File: config.mk
export PLATFORM = sky130hd
export DESIGN_NAME = life_grid_engine
export DESIGN_NICKNAME = d
export VERILOG_FILES = /design/src/rtl/life_pkg.sv /design/src/rtl/life_row_next.sv /design/src/rtl/life_grid_engine.sv
export SDC_FILE = /design/constraint.sdc
export NUM_CORES = 1
export LEC_CHECK = 0
export BUFFER_PORTS_ARGS = -buffer_cell sky130_fd_sc_hd__buf_2
export CAP_MARGIN = 0
export CORE_ASPECT_RATIO = 2
export CORE_UTILIZATION = 45
export CTS_CLUSTER_SIZE = 10
export DETAILED_ROUTE_END_ITERATION = 7
export PLACE_DENSITY_LB_ADDON = 0.15
export RECOVER_POWER = 100
export SLEW_MARGIN = 20
export SYNTH_ARGS = -nofsm -noshare
export SYNTH_HDL_FRONTEND = slang
export SYNTH_SLANG_ARGS = --single-unit
File: constraint.sdc
create_clock -name clk -period 7.8 [get_ports clk]
set_input_delay 0.78 -clock clk [delete_from_list [all_inputs] [get_ports clk]]
set_output_delay 0.78 -clock clk [all_outputs]
set_load 0.05 [all_outputs]
File: src/rtl/life_pkg.sv
// Shared types and rule constants for the Game of Life grid engine.
package life_pkg;

  typedef enum logic [1:0] {
    IDLE    = 2'd0,
    COMPUTE = 2'd1,
    COMMIT  = 2'd2
  } state_e;

  localparam int unsigned BIRTH_N    = 3;
  localparam int unsigned SURVIVE_LO = 2;
  localparam int unsigned SURVIVE_HI = 3;
  localparam int unsigned NCNT_W     = 4;

endpackage

File: src/rtl/life_row_next.sv
// Combinational next-generation of one grid row from its three-row neighbourhood.
module life_row_next
  import life_pkg::*;
#(
  parameter int unsigned WIDTH = 8
) (
  input  logic [WIDTH-1:0] row_above,
  input  logic [WIDTH-1:0] row_cur,
  input  logic [WIDTH-1:0] row_below,
  input  logic             wrap,
  output logic [WIDTH-1:0] row_next_c
);

  for (genvar x = 0; x < WIDTH; x++) begin : g_cell
    localparam int unsigned XL = (x == 0) ? WIDTH - 1 : x - 1;
    localparam int unsigned XR = (x == WIDTH - 1) ? 0 : x + 1;

    logic              has_l;
    logic              has_r;
    logic [NCNT_W-1:0] cnt;

    // Side columns only exist at the grid edge when wrapping
    assign has_l = wrap | (x != 0);
    assign has_r = wrap | (x != WIDTH - 1);

    assign cnt = NCNT_W'(row_above[x]) + NCNT_W'(row_below[x])
               + NCNT_W'(has_l & row_above[XL]) + NCNT_W'(has_l & row_cur[XL])
               + NCNT_W'(has_l & row_below[XL])
               + NCNT_W'(has_r & row_above[XR]) + NCNT_W'(has_r & row_cur[XR])
               + NCNT_W'(has_r & row_below[XR]);

    assign row_next_c[x] = row_cur[x]
      ? ((cnt >= NCNT_W'(SURVIVE_LO)) && (cnt <= NCNT_W'(SURVIVE_HI)))
      : (cnt == NCNT_W'(BIRTH_N));
  end

endmodule

File: src/rtl/life_grid_engine.sv
// Row-serial Game of Life engine with shadow buffer and atomic commit.
// Optional registered live-cell count enabled by LIFE_GRID_POPCOUNT_EN.
module life_grid_engine
  import life_pkg::*;
#(
  parameter int unsigned WIDTH  = 8,
  parameter int unsigned HEIGHT = 8,
  parameter int unsigned GEN_W  = 16
) (
  input  logic                                 clk,
  input  logic                                 reset,
  input  logic                                 load,
  input  logic [WIDTH*HEIGHT-1:0]              load_val,
  input  logic                                 step,
  input  logic                                 run_enb,
  input  logic                                 tick,
  input  logic                                 wrap,
  output logic [WIDTH*HEIGHT-1:0]              alive,
  output logic                                 busy,
  output logic                                 done,
  output logic                                 stable,
  output logic                                 overrun,
  output logic [GEN_W-1:0]                     generation,
  output logic [$clog2(WIDTH*HEIGHT+1)-1:0]    population
);

  localparam int unsigned N     = WIDTH * HEIGHT;
  localparam int unsigned ROW_W = $clog2(HEIGHT);
  localparam int unsigned POP_W = $clog2(WIDTH * HEIGHT + 1);

  state_e             state_q, state_d;
  logic [ROW_W-1:0]   row_q, row_d;
  logic               wrap_q, wrap_d;
  logic [N-1:0]       alive_q, alive_d;
  logic [N-1:0]       shadow_q, shadow_d;
  logic               busy_q, busy_d;
  logic               done_q, done_d;
  logic               stable_q, stable_d;
  logic               overrun_q, overrun_d;
  logic [GEN_W-1:0]   gen_q, gen_d;

  logic               start_c;
  logic [WIDTH-1:0]   grid_rows [HEIGHT];
  logic [ROW_W-1:0]   idx_above_c, idx_below_c;
  logic [WIDTH-1:0]   row_above_c, row_cur_c, row_below_c, row_next_c;

  assign start_c = step | (run_enb & tick);

  for (genvar y = 0; y < HEIGHT; y++) begin : g_rows
    assign grid_rows[y] = alive_q[y*WIDTH +: WIDTH];
  end

  // Neighbour rows always come from the committed grid, never the shadow
  always_comb begin
    idx_above_c = (row_q == '0) ? ROW_W'(HEIGHT - 1) : row_q - ROW_W'(1);
    idx_below_c = (row_q == ROW_W'(HEIGHT - 1)) ? '0 : row_q + ROW_W'(1);
    row_cur_c   = grid_rows[row_q];
    row_above_c = (wrap_q || (row_q != '0)) ? grid_rows[idx_above_c] : '0;
    row_below_c = (wrap_q || (row_q != ROW_W'(HEIGHT - 1))) ? grid_rows[idx_below_c] : '0;
  end

  life_row_next #(
    .WIDTH(WIDTH)
  ) u_row_next (
    .row_above  (row_above_c),
    .row_cur    (row_cur_c),
    .row_below  (row_below_c),
    .wrap       (wrap_q),
    .row_next_c (row_next_c)
  );

  // Next-state and output logic; load overrides every state
  always_comb begin
    state_d   = state_q;
    row_d     = row_q;
    wrap_d    = wrap_q;
    alive_d   = alive_q;
    shadow_d  = shadow_q;
    gen_d     = gen_q;
    stable_d  = stable_q;
    done_d    = 1'b0;
    overrun_d = 1'b0;
    busy_d    = (state_q != IDLE);

    if (load) begin
      state_d  = IDLE;
      row_d    = '0;
      alive_d  = load_val;
      shadow_d = '0;
      gen_d    = '0;
      stable_d = 1'b0;
      busy_d   = 1'b0;
    end else begin
      case (state_q)
        IDLE: begin
          if (start_c) begin
            state_d = COMPUTE;
            wrap_d  = wrap;
            row_d   = '0;
          end
        end
        COMPUTE: begin
          overrun_d = start_c;
          for (int unsigned y = 0; y < HEIGHT; y++) begin
            if (row_q == ROW_W'(y)) shadow_d[y*WIDTH +: WIDTH] = row_next_c;
          end
          if (row_q == ROW_W'(HEIGHT - 1)) state_d = COMMIT;
          else                             row_d   = row_q + ROW_W'(1);
        end
        COMMIT: begin
          overrun_d = start_c;
          alive_d   = shadow_q;
          stable_d  = (shadow_q == alive_q);
          gen_d     = gen_q + GEN_W'(1);
          done_d    = 1'b1;
          state_d   = IDLE;
        end
        default: state_d = IDLE;
      endcase
    end
  end

  always_ff @(posedge clk or negedge reset) begin
    if (!reset) begin
      state_q   <= IDLE;
      row_q     <= '0;
      wrap_q    <= 1'b0;
      alive_q   <= '0;
      shadow_q  <= '0;
      busy_q    <= 1'b0;
      done_q    <= 1'b0;
      stable_q  <= 1'b0;
      overrun_q <= 1'b0;
      gen_q     <= '0;
    end else begin
      state_q   <= state_d;
      row_q     <= row_d;
      wrap_q    <= wrap_d;
      alive_q   <= alive_d;
      shadow_q  <= shadow_d;
      busy_q    <= busy_d;
      done_q    <= done_d;
      stable_q  <= stable_d;
      overrun_q <= overrun_d;
      gen_q     <= gen_d;
    end
  end

`ifdef LIFE_GRID_POPCOUNT_EN
  logic [POP_W-1:0] pop_q, pop_d;

  // alive_d only differs from alive_q on load or commit
  always_comb begin
    pop_d = '0;
    for (int unsigned i = 0; i < N; i++) pop_d = pop_d + POP_W'(alive_d[i]);
  end

  always_ff @(posedge clk or negedge reset) begin
    if (!reset) pop_q <= '0;
    else        pop_q <= pop_d;
  end

  assign population = pop_q;
`else
  assign population = POP_W'(0);
`endif

  assign alive      = alive_q;
  assign busy       = busy_q;
  assign done       = done_q;
  assign stable     = stable_q;
  assign overrun    = overrun_q;
  assign generation = gen_q;

endmodule

# After elaboration in Yosys (flattened, before gate mapping)
# Index checks and enable logic that the tools add are counted.
# word_totals
wordCells,216
out_inout_bits,91
in_bits,71
regBits,154
# op_classes
n_bitwise,12
muxes,50
eq_ne,22
n_lt_le_gt_ge,19
add_sub_neg,59
n_reduce_logical,37
# op_table
cell,count
$mux 64,4
$add 4x1->4,41
$mux 8,16
$bmux 8 s3,3
$eq 64x64->1,1
$eq 4x2->1 const B,8
$ge 4x2->1 const B,8
$le 4x2->1 const B,8
$mux 16,2
$reduce_bool 2->1,11
$reduce_and 2->1,9
$add 1x1->2,8
$add 16x1->16 const B,1
$mux 1,15
$mux 3,5
$add 4x4->4,3
$eq 3x3->1 const B,4
$ge 4x4->1 const B,3
$ne 3x3->1 const B,4
$not 3->4,3
$add 3x1->4,2
$logic_and 1x1->1,8
$and 1x1->1,7
$add 2x1->3,2
17 further kinds,23

# Logic depth before layout (Yosys ltp)
# Gate-level depths: netlist (run 1).
# logic_depth
ltp_word,20
ltp_mapped,23
ltp_nobuf,20

# By module
# From an unflattened synthesis (run 1), not the netlist that was laid out.
# hier_totals
cells_unflattened,1217
hier_area_um2,11237.0
# by_module_without_submodules
module,instances,cells_per_inst,area_per_inst_um2,seq_area_each_um2
life_grid_engine,1,1049,9763.1,3853.7
life_row_next,1,168,1473.9,0.0

# Least setup slack after synthesis (run 1)
# OpenSTA, ideal clock, no wires.
# synth_timing
path_kind,reg-to-reg
from,register row_q[1]
to,register shadow_q[63]
t_required_ns,7.725
arrival_ns,5.457
setup_ns,0.075
n_path_buf,5
path_stages_with_launch,21
slack_ns,2.268
synth_period_minus_slack_ns,5.532
path_cell_list,dfrtp_1 > buf_6 > buf_6 > inv_1 > ha_1 > clkbuf_1 > nor2b_1 > buf_2 > mux4_2 > nor2b_1 > fa_1 > fa_1 > fa_1 > ha_1 > inv_1 > fa_1 > a2111oi_0 > a21oi_1 > or4_1 > buf_6 > o21ai_2
# synth_between
elab_chain_cells,20
# synth_lines
item,line_no,source
"start, declared",life_grid_engine.sv:32,"logic [ROW_W-1:0] row_q, row_d;"
"start signal, assigned",life_grid_engine.sv:137,row_q <= row_d;
$sub 3x1->3 (tied with other cells),life_grid_engine.sv:55,idx_above_c = (row_q == '0) ? ROW_W'(HEIGHT - 1) : row_q - ROW_W'(1);
$mux 3 (on tied branches),"life_grid_engine.sv:55, life_grid_engine.sv:56",
$not 3->4 (on tied branches),"life_grid_engine.sv:58, life_grid_engine.sv:59",
$bmux 8 s3 (on tied branches),"life_grid_engine.sv:58, life_grid_engine.sv:59",
$mux 8 (on tied branches) (3 in a row),"life_grid_engine.sv:58, life_grid_engine.sv:59",
$add 1x1->2,life_row_next.sv:26,assign cnt = NCNT_W'(row_above[x]) + NCNT_W'(row_below[x])
$add 2x1->3,life_row_next.sv:27,+ NCNT_W'(has_l & row_above[XL]) + NCNT_W'(has_l & row_cur[XL])
$add 3x1->4,life_row_next.sv:27,
$add 4x1->4,life_row_next.sv:28,+ NCNT_W'(has_l & row_below[XL])
$add 4x1->4 (2 in a row),life_row_next.sv:29,+ NCNT_W'(has_r & row_above[XR]) + NCNT_W'(has_r & row_cur[XR])
$add 4x1->4,life_row_next.sv:30,+ NCNT_W'(has_r & row_below[XR]);
$ge 4x2->1 / $le 4x2->1 (equally long branches),life_row_next.sv:33,? ((cnt >= NCNT_W'(SURVIVE_LO)) && (cnt <= NCNT_W'(SURVIVE_HI)))
$logic_and 1x1->1,life_row_next.sv:33,
$mux 1,life_row_next.sv:33,
$mux 8,life_grid_engine.sv:105,if (row_q == ROW_W'(y)) shadow_d[y*WIDTH +: WIDTH] = row_next_c;
$mux 64,life_grid_engine.sv:94,case (state_q)
$mux 64,life_grid_engine.sv:85,if (load) begin
"end signal, assigned",life_grid_engine.sv:140,shadow_q <= shadow_d;
"end, declared",life_grid_engine.sv:35,"logic [N-1:0] shadow_q, shadow_d;"
# Several ways; a longest one is shown, not always the timed one. The select of a mux whose other input is x is not followed.
# A chain may end at the register's enable or synchronous reset.

# Worst setup path after layout (run 1)
# layout_timing
from,register row_q[0]
to,register shadow_q[44]
# layout_between
elab_chain_cells,20
# layout_lines
item,line_no
$sub 3x1->3 (tied with other cells),life_grid_engine.sv:55
$mux 3 (on tied branches),"life_grid_engine.sv:55, life_grid_engine.sv:56"
$not 3->4 (on tied branches),"life_grid_engine.sv:58, life_grid_engine.sv:59"
$bmux 8 s3 (on tied branches),"life_grid_engine.sv:58, life_grid_engine.sv:59"
$mux 8 (on tied branches) (3 in a row),"life_grid_engine.sv:58, life_grid_engine.sv:59"
$add 1x1->2,life_row_next.sv:26
$add 4x1->4 (2 in a row),life_row_next.sv:27
$add 4x1->4,life_row_next.sv:28
$add 4x1->4 (2 in a row),life_row_next.sv:29
$add 4x1->4,life_row_next.sv:30
$ge 4x2->1 / $le 4x2->1 (equally long branches),life_row_next.sv:33
$logic_and 1x1->1,life_row_next.sv:33
$mux 1,life_row_next.sv:33
$mux 8,life_grid_engine.sv:105
$mux 64,life_grid_engine.sv:94
$mux 64,life_grid_engine.sv:85
# Several ways; a longest one is shown, not always the timed one. The select of a mux whose other input is x is not followed.

==> results.ini, run 1 <==
[run_status]
run_status = finished with violations
violations = capacitance limit, slew limit

[synthesis]
synth_cell_type_count = 54
synth_sequential_area_ratio_pct = 36.6
yosys_register_bits = 154
syn_inst = 1021
postSynthAreaPerCell_um2 = 10.3
ys_warn_count = 0
post_synth_instance_area_um2 = 10500

[global_route]
gr-usage-all-layers_pct = 30.8
grt_max_degree = 103
grt_pass1_vias = 8433
grt_pass1_wl_um = 51700
antenna_violations_before_repair = 0
grt-ovfl-total = 0

[final_layout]
diodes = 0
layout.cells.most_common_list = 154 x sky130_fd_sc_hd__dfrtp_1, 138 x sky130_fd_sc_hd__o21ai_0, 100 x sky130_fd_sc_hd__mux2i_1, 97 x sky130_fd_sc_hd__nand2_1, 91 x sky130_fd_sc_hd__clkbuf_1
ratio_of_cells_with_drive_above_1_in_the_final_layout_pct = 13.5
filler_cell_count = 2280
layout.cells.most_common = sky130_fd_sc_hd__dfrtp_1
fin_nets = 1285
layout-area-overhead-vs-synth_pct = 11.9
finish.instance_area_um2 = 11800

[pwr]
clkPwrFrac_pct = 23.1
power_frac_seq_pct = 30.5
leakage_nw = 5.09
combinational_cell_fraction_of_total_power_pct = 46.4
intPower_mw = 1.86
peakVddDrop_mv = 0.235
power.switching_mw = 1.49
power.switching_fraction_pct = 44.5
pwr_density_cell_nw_per_um2 = 284

[setup_path]
worst_path_required_ns = 8.13
crit_type = flop to flop
crit_fanout = 16
worst_ep_arrival_time_ns = 7.05
worst_setup_path_start_kind = flop
setup.worst_path.end_class = flop

[placement]
place_area_um2 = 11400
io_buffers = 154
gpl.final_weighted_congestion = 0.932
detailed_place_hpwl_um = 26800

[worst_hold_path]
worst_hold_path_type = flop to flop

[cts]
numClockSinks = 154
cts_hold_buf = 0
post_cts.repair.setup_buffers = 0
worst_skew_pair.late_latency_ns = 0.44
clock_tree.buffer_depth = 2
tritoncts.num_buffers = 17
cts_max_level = 4
clkTransAtPathRegs_ns = 0.06
cts_root_buffer = sky130_fd_sc_hd__clkbuf_16
cts_tree = done
post_cts.resized_instances = 0

[sta]
relSlewSlack_pct = -270
timing.final.crit_share_pct = 86.1
hold_viol = 0
rsz0062_at_grt = false
finalClockSkew_ns = 0.00998
maxClockFrequency_mhz = 149
pins_over_slew_limit = 361
final_period_minus_worst_setup_slack_ns = 6.72
final-setup-viol-count = 0
worstMarginPinSlew_ns = 5.55
setup_total_negative_slack_ns = 0

[job]
max-cap-violations = 8

[die]
die_w_um = 110
die_height_um = 218
design.die.area_um2 = 24000
row_count = 78
pin_count = 162
design.core.area_um2 = 22800
start_util_pct = 46.1

[detailed_routing]
total_wirelength_of_the_detailed_routed_design_um = 35200
num_vias = 8446
drc = 0
drt_first_iter_violations = 423
route.detailed.wl_per_inst_um = 24.4
drtPass1Iterations = 4
vias_per_cell = 5.87
ant_nets = 0

-- cell type report --
type	count	area (um^2)	area share, %
well taps	280	350	2.97
clock inverters	11	100	0.850
clock buffers	20	437	3.71
multi-input cells	744	6060	51.4
inverters	64	248	2.10
flip-flops and latches	154	3850	32.7
repair buffers	165	736	6.24
-- cell usage after synthesis, drive strengths merged --
library cell,instances,area [um^2]
a2111o,5,56.3
a2111oi,2,17.5
a211oi,2,15.0
a21bo,1,10.0
a21o,2,15.0
a21oi,8,55.1
a22o,3,26.3
a22oi,1,7.51
a311oi,1,8.76
a31oi,3,18.8
and2,3,18.8
and2b,1,8.76
and3,3,18.8
buf,27,189
clkbuf,38,143
conb,1,3.75
dfrtp,154,3850
fa,32,641
ha,36,450
inv,64,248
mux2,3,33.8
mux2i,101,1010
mux4,41,950
nand2,97,364
nand2b,10,62.6
nand3,64,320
nand4,15,93.8
nor2,40,166
nor2b,25,156
nor3,7,35.0
nor3b,1,7.51
nor4,9,56.3
o2111ai,3,26.3
o211a,1,10.0
o21a,1,7.51
o21ai,138,762
o221ai,2,17.5
o22ai,3,18.8
o2bb2ai,1,8.76
or2,7,43.8
or4,2,15.0
xnor2,43,377
xor2,20,175
-- metrics by stage --
stage	power [mW]	std cells	hold slack [ns]	util [%]	setup slack, ns
4_1_cts	3.43	1438	0.478	52.5	1.51
3_5_place_dp	2.65	1407	0.479	50.1	1.52
6_report	3.34	1438	0.515	51.6	1.08
2_1_floorplan	2.10	1027	0.475	-	2.27
3_3_place_gp	2.60	1407	0.497	50.1	1.66
5_1_grt	3.56	1438	0.530	51.6	0.687
-- final timing paths --
kind | startpoint | end | slack, ns | depth (start not counted)
worst max-delay path | row_q[0] | shadow_q[44] | 1.08 | 17
max in group asynchronous | reset | alive[36] | 1.87 | 2
worst min-delay path | stable | stable | 0.52 | 2
worst min register to register | stable | stable | 0.52 | 2
worst max register to register | row_q[0] | shadow_q[44] | 1.08 | 17
min in group asynchronous | reset | generation[9] | 2.34 | 1
-- power by group through the flow --
stage | registers [mW] | logic (mW) | clock network, mW
global route | 1.03 | 1.72 | 0.811
CTS | 1.02 | 1.62 | 0.786
floorplan | 1.10 | 1.00 | 0
finish | 1.02 | 1.55 | 0.772
global placement | 1.03 | 1.57 | 0
detailed placement | 1.03 | 1.62 | 0
-- per-layer routing --
layer  track usage (%)  routed length (um)
met3              4.74                1600
met1              33.6               12500
met5                 0                   0
met4              21.6                2650
met2              53.3               18400
-- state kept, by name, indices dropped and copies added (netlist names), 2 cells and up --
name and count:
alive 64, state_q 2, generation 16, shadow_q 64
row_q 3
-- logic make-up (layout without fill, tap and decap cells) --
kind of cell,Yosys count,count (layout),synth area share [%]
AOI/OAI and AO/OA,177,177,10.3
other,1,7,0.0356
buffers and inverters,129,260,5.50
muxes,145,145,19.0
adders and majority gates,68,68,10.4
and+or+nand+nor,284,284,13.0
DFF,154,154,36.6
xor gates and xnor gates,63,63,5.24
-- worst max-delay path, cell delays in order, from the launching register on --
cell	delay [ns]
sky130_fd_sc_hd__dfrtp_1	0.67
sky130_fd_sc_hd__inv_1	0.24
sky130_fd_sc_hd__ha_1	0.35
sky130_fd_sc_hd__a21oi_4	0.66
sky130_fd_sc_hd__mux4_2	0.58
sky130_fd_sc_hd__mux2i_1	0.19
sky130_fd_sc_hd__nor2_1	0.15
sky130_fd_sc_hd__ha_1	0.34
sky130_fd_sc_hd__fa_1	0.54
sky130_fd_sc_hd__inv_1	0.05
sky130_fd_sc_hd__fa_1	0.50
sky130_fd_sc_hd__inv_1	0.05
sky130_fd_sc_hd__fa_1	0.42
sky130_fd_sc_hd__inv_1	0.09
sky130_fd_sc_hd__fa_1	0.40
sky130_fd_sc_hd__nor3_1	0.19
sky130_fd_sc_hd__o21ai_0	0.73
sky130_fd_sc_hd__o21ai_0	0.43
(Power assumes the default switching activity.)
==> run 2: changes to the inputs <==
--- a/config.mk
+++ b/config.mk
@@ -9,6 +9,7 @@
 export CAP_MARGIN = 0
 export CORE_ASPECT_RATIO = 2
 export CORE_UTILIZATION = 45
+export CTS_CLUSTER_DIAMETER = 50
 export CTS_CLUSTER_SIZE = 10
 export DETAILED_ROUTE_END_ITERATION = 7
 export PLACE_DENSITY_LB_ADDON = 0.15
==> constraint.sdc (replaced) <==
create_clock -name clk -period 7.8 [get_ports clk]
set_input_delay 1.56 -clock clk [delete_from_list [all_inputs] [get_ports clk]]
set_output_delay 1.56 -clock clk [all_outputs]
set_load 0.05 [all_outputs]
==> run 2 against run 1 <==
Net effect:
- sequential share of layout area barely moved
- critical path type unchanged
- largest cell class unchanged
- the flow still finishes with violations (capacitance limit, slew limit)
- non-clock buffer count stayed put
- fmax fell by 0.78%
- first-iteration DRC count rose by 9.5%
==> results.ini, run 2 (synthesized netlist as in run 1, its figures left out) <==
[sta]
final-setup-viol-count = 0  ; unchanged
maxClockFrequency_mhz = 148  ; -0.78%
relSlewSlack_pct = -133  ; +140 points
hold_viol = 0  ; unchanged
worstMarginPinSlew_ns = 3.50  ; -2.06 ns
setup_total_negative_slack_ns = 0  ; unchanged
rsz0062_at_grt = false
finalClockSkew_ns = 0.00953  ; -0.000452 ns
holdWs_ns = 0.517  ; +0.00201 ns
pins_over_slew_limit = 229  ; -37%
timing.final.crit_share_pct = 86.8  ; +0.68 points
final_period_minus_worst_setup_slack_ns = 6.77  ; +0.0528 ns

[global_route]
grt-ovfl-total = 0  ; unchanged
grt_pass1_wl_um = 51700  ; unchanged
antenna_violations_before_repair = 0  ; unchanged
grt_pass1_vias = 8433  ; unchanged
gr-usage-all-layers_pct = 30.8  ; unchanged
grt_max_degree = 103  ; unchanged

[final_layout]
finish.instance_area_um2 = 11800  ; about the same
layout.cells.most_common = sky130_fd_sc_hd__dfrtp_1
ratio_of_cells_with_drive_above_1_in_the_final_layout_pct = 13.6  ; +0.17 points
layout-area-overhead-vs-synth_pct = 12.0  ; about the same
final_cells = 1438  ; unchanged
layout.cells.most_common_list = 153 x sky130_fd_sc_hd__dfrtp_1, 138 x sky130_fd_sc_hd__o21ai_0, 100 x sky130_fd_sc_hd__mux2i_1, 97 x sky130_fd_sc_hd__nand2_1, 90 x sky130_fd_sc_hd__clkbuf_1
diodes = 0  ; unchanged
fin_nets = 1285  ; unchanged

[detailed_routing]
drt_first_iter_violations = 463  ; +9.5%
drtPass1Iterations = 5  ; +1
ant_nets = 0  ; unchanged
drc = 0  ; unchanged
vias_per_cell = 5.85  ; -0.38%
route.detailed.wl_per_inst_um = 24.4  ; -0.11%
total_wirelength_of_the_detailed_routed_design_um = 35100  ; -0.11%
num_vias = 8414  ; -0.38%

[setup_path]
crit_start = row_q[0]
rr_startpoint = row_q[0]
setup.worst_path.end_class = flop
worst_setup_path_start_kind = flop
worst_ep_arrival_time_ns = 7.11  ; +0.06 ns
crit_fanout = 16  ; unchanged
crit_type = flop to flop
worst_path_required_ns = 8.13  ; about the same

[run_status]
violations = capacitance limit, slew limit
run_status = finished with violations

[pwr]
peakVddDrop_mv = 0.234  ; -0.41%
power.switching_fraction_pct = 44.4  ; -0.049 points
power.switching_mw = 1.48  ; -0.22%
clkPwrFrac_pct = 23.1  ; about the same
power_frac_seq_pct = 30.6  ; about the same
combinational_cell_fraction_of_total_power_pct = 46.4  ; about the same
intPower_mw = 1.86  ; about the same
total_power_mw = 3.34  ; -0.11%
leakage_nw = 5.09  ; about the same
pwr_density_cell_nw_per_um2 = 283  ; -0.14%

[cts]
cts_hold_buf = 0  ; unchanged
post_cts.resized_instances = 0  ; unchanged
cts_tree = done
clkTransAtPathRegs_ns = 0.06  ; about the same
cts_max_level = 4  ; unchanged
post_cts.repair.setup_buffers = 0  ; unchanged
worst_skew_pair.late_latency_ns = 0.44  ; about the same
tritoncts.num_buffers = 17  ; unchanged
cts_root_buffer = sky130_fd_sc_hd__clkbuf_16
numClockSinks = 154  ; unchanged
clock_tree.buffer_depth = 2  ; unchanged

[placement]
io_buffers = 154  ; unchanged
gpl.final_weighted_congestion = 0.932  ; unchanged
dp_cells = 1407  ; unchanged
place_area_um2 = 11400  ; unchanged
detailed_place_hpwl_um = 26800  ; unchanged

[job]
max-cap-violations = 7  ; -1

[die]
design.die.area_um2 = 24000  ; unchanged
die_w_um = 110  ; unchanged
design.core.area_um2 = 22800  ; unchanged
start_util_pct = 46.1  ; unchanged
pin_count = 162  ; unchanged
row_count = 78  ; unchanged
die_height_um = 218  ; unchanged

[worst_hold_path]
hp-start = stable
worst_hold_path_type = flop to flop

## run 2: cell types whose count changed in the layout (fill, tap and decap cells not counted), sizes merged
cell / delta
buf: +2
clkbuf: -2
## run 2: area by class of cell
type	count	area, um^2
Multi-Input combinational cell	744	6050
Fill cell	2279	11100
Sequential cell	154	3850
Clock buffer	20	437
Timing Repair Buffer	165	746
Clock inverter	11	100
Tap cell	280	350
Inverter	64	248
## run 2: metal layers
| layer | global-route usage [%] | vias to the layer above | share of wire, % |
|---|---|---|---|
| li1 | - | 3833 | - |
| met5 | 0 | - | 0 |
| met2 | 53.3 | 333 | 52 |
| met4 | 21.6 | 0 | 7.5 |
| met3 | 4.74 | 101 | 5.1 |
| met1 | 33.6 | 4147 | 35 |
## run 2: power groups by stage
stage | clock network, mW | logic, mW | registers [mW]
after floorplan | 0 | 1.00 | 1.10
after global routing | 0.811 | 1.72 | 1.03
after global placement | 0 | 1.57 | 1.03
final | 0.771 | 1.55 | 1.02
after CTS | 0.786 | 1.62 | 1.02
after detailed placement | 0 | 1.62 | 1.03
## run 2: worst paths after layout
path,endpoint,slack [ns],cells after the start
setup / recovery,shadow_q[59],1.03,19
hold / removal,stable,0.52,2
setup reg to reg,shadow_q[59],1.03,19
hold reg to reg,stable,0.52,2
max in group asynchronous,alive[36],3.21,2
min in group asynchronous,generation[9],1.23,1
## run 2: metrics by stage
| stage | worst slack, ns | utilization [%] |
|---|---|---|
| 2_1_floorplan | 2.27 | - |
| 3_3_place_gp | 1.66 | 50.1 |
| 3_5_place_dp | 1.52 | 50.1 |
| 4_1_cts | 1.51 | 52.5 |
| 5_1_grt | 0.605 | 51.6 |
| 6_report | 1.03 | 51.6 |
## run 2: critical path, stage by stage (launching register included)
cell and delay, ns:
sky130_fd_sc_hd__dfrtp_2 0.54, sky130_fd_sc_hd__inv_1 0.17, sky130_fd_sc_hd__ha_1 0.30, sky130_fd_sc_hd__a21oi_2 0.98, sky130_fd_sc_hd__mux4_2 0.63, sky130_fd_sc_hd__mux2i_1 0.22, sky130_fd_sc_hd__nor2_1 0.13, sky130_fd_sc_hd__ha_1 0.34
sky130_fd_sc_hd__fa_1 0.54, sky130_fd_sc_hd__inv_1 0.06, sky130_fd_sc_hd__fa_1 0.44, sky130_fd_sc_hd__inv_1 0.07, sky130_fd_sc_hd__fa_1 0.19, sky130_fd_sc_hd__inv_1 0.06, sky130_fd_sc_hd__fa_1 0.38, sky130_fd_sc_hd__a211oi_1 0.22
sky130_fd_sc_hd__mux2i_1 0.10, sky130_fd_sc_hd__nor3_1 0.15, sky130_fd_sc_hd__o21ai_0 0.68, sky130_fd_sc_hd__o21ai_0 0.44
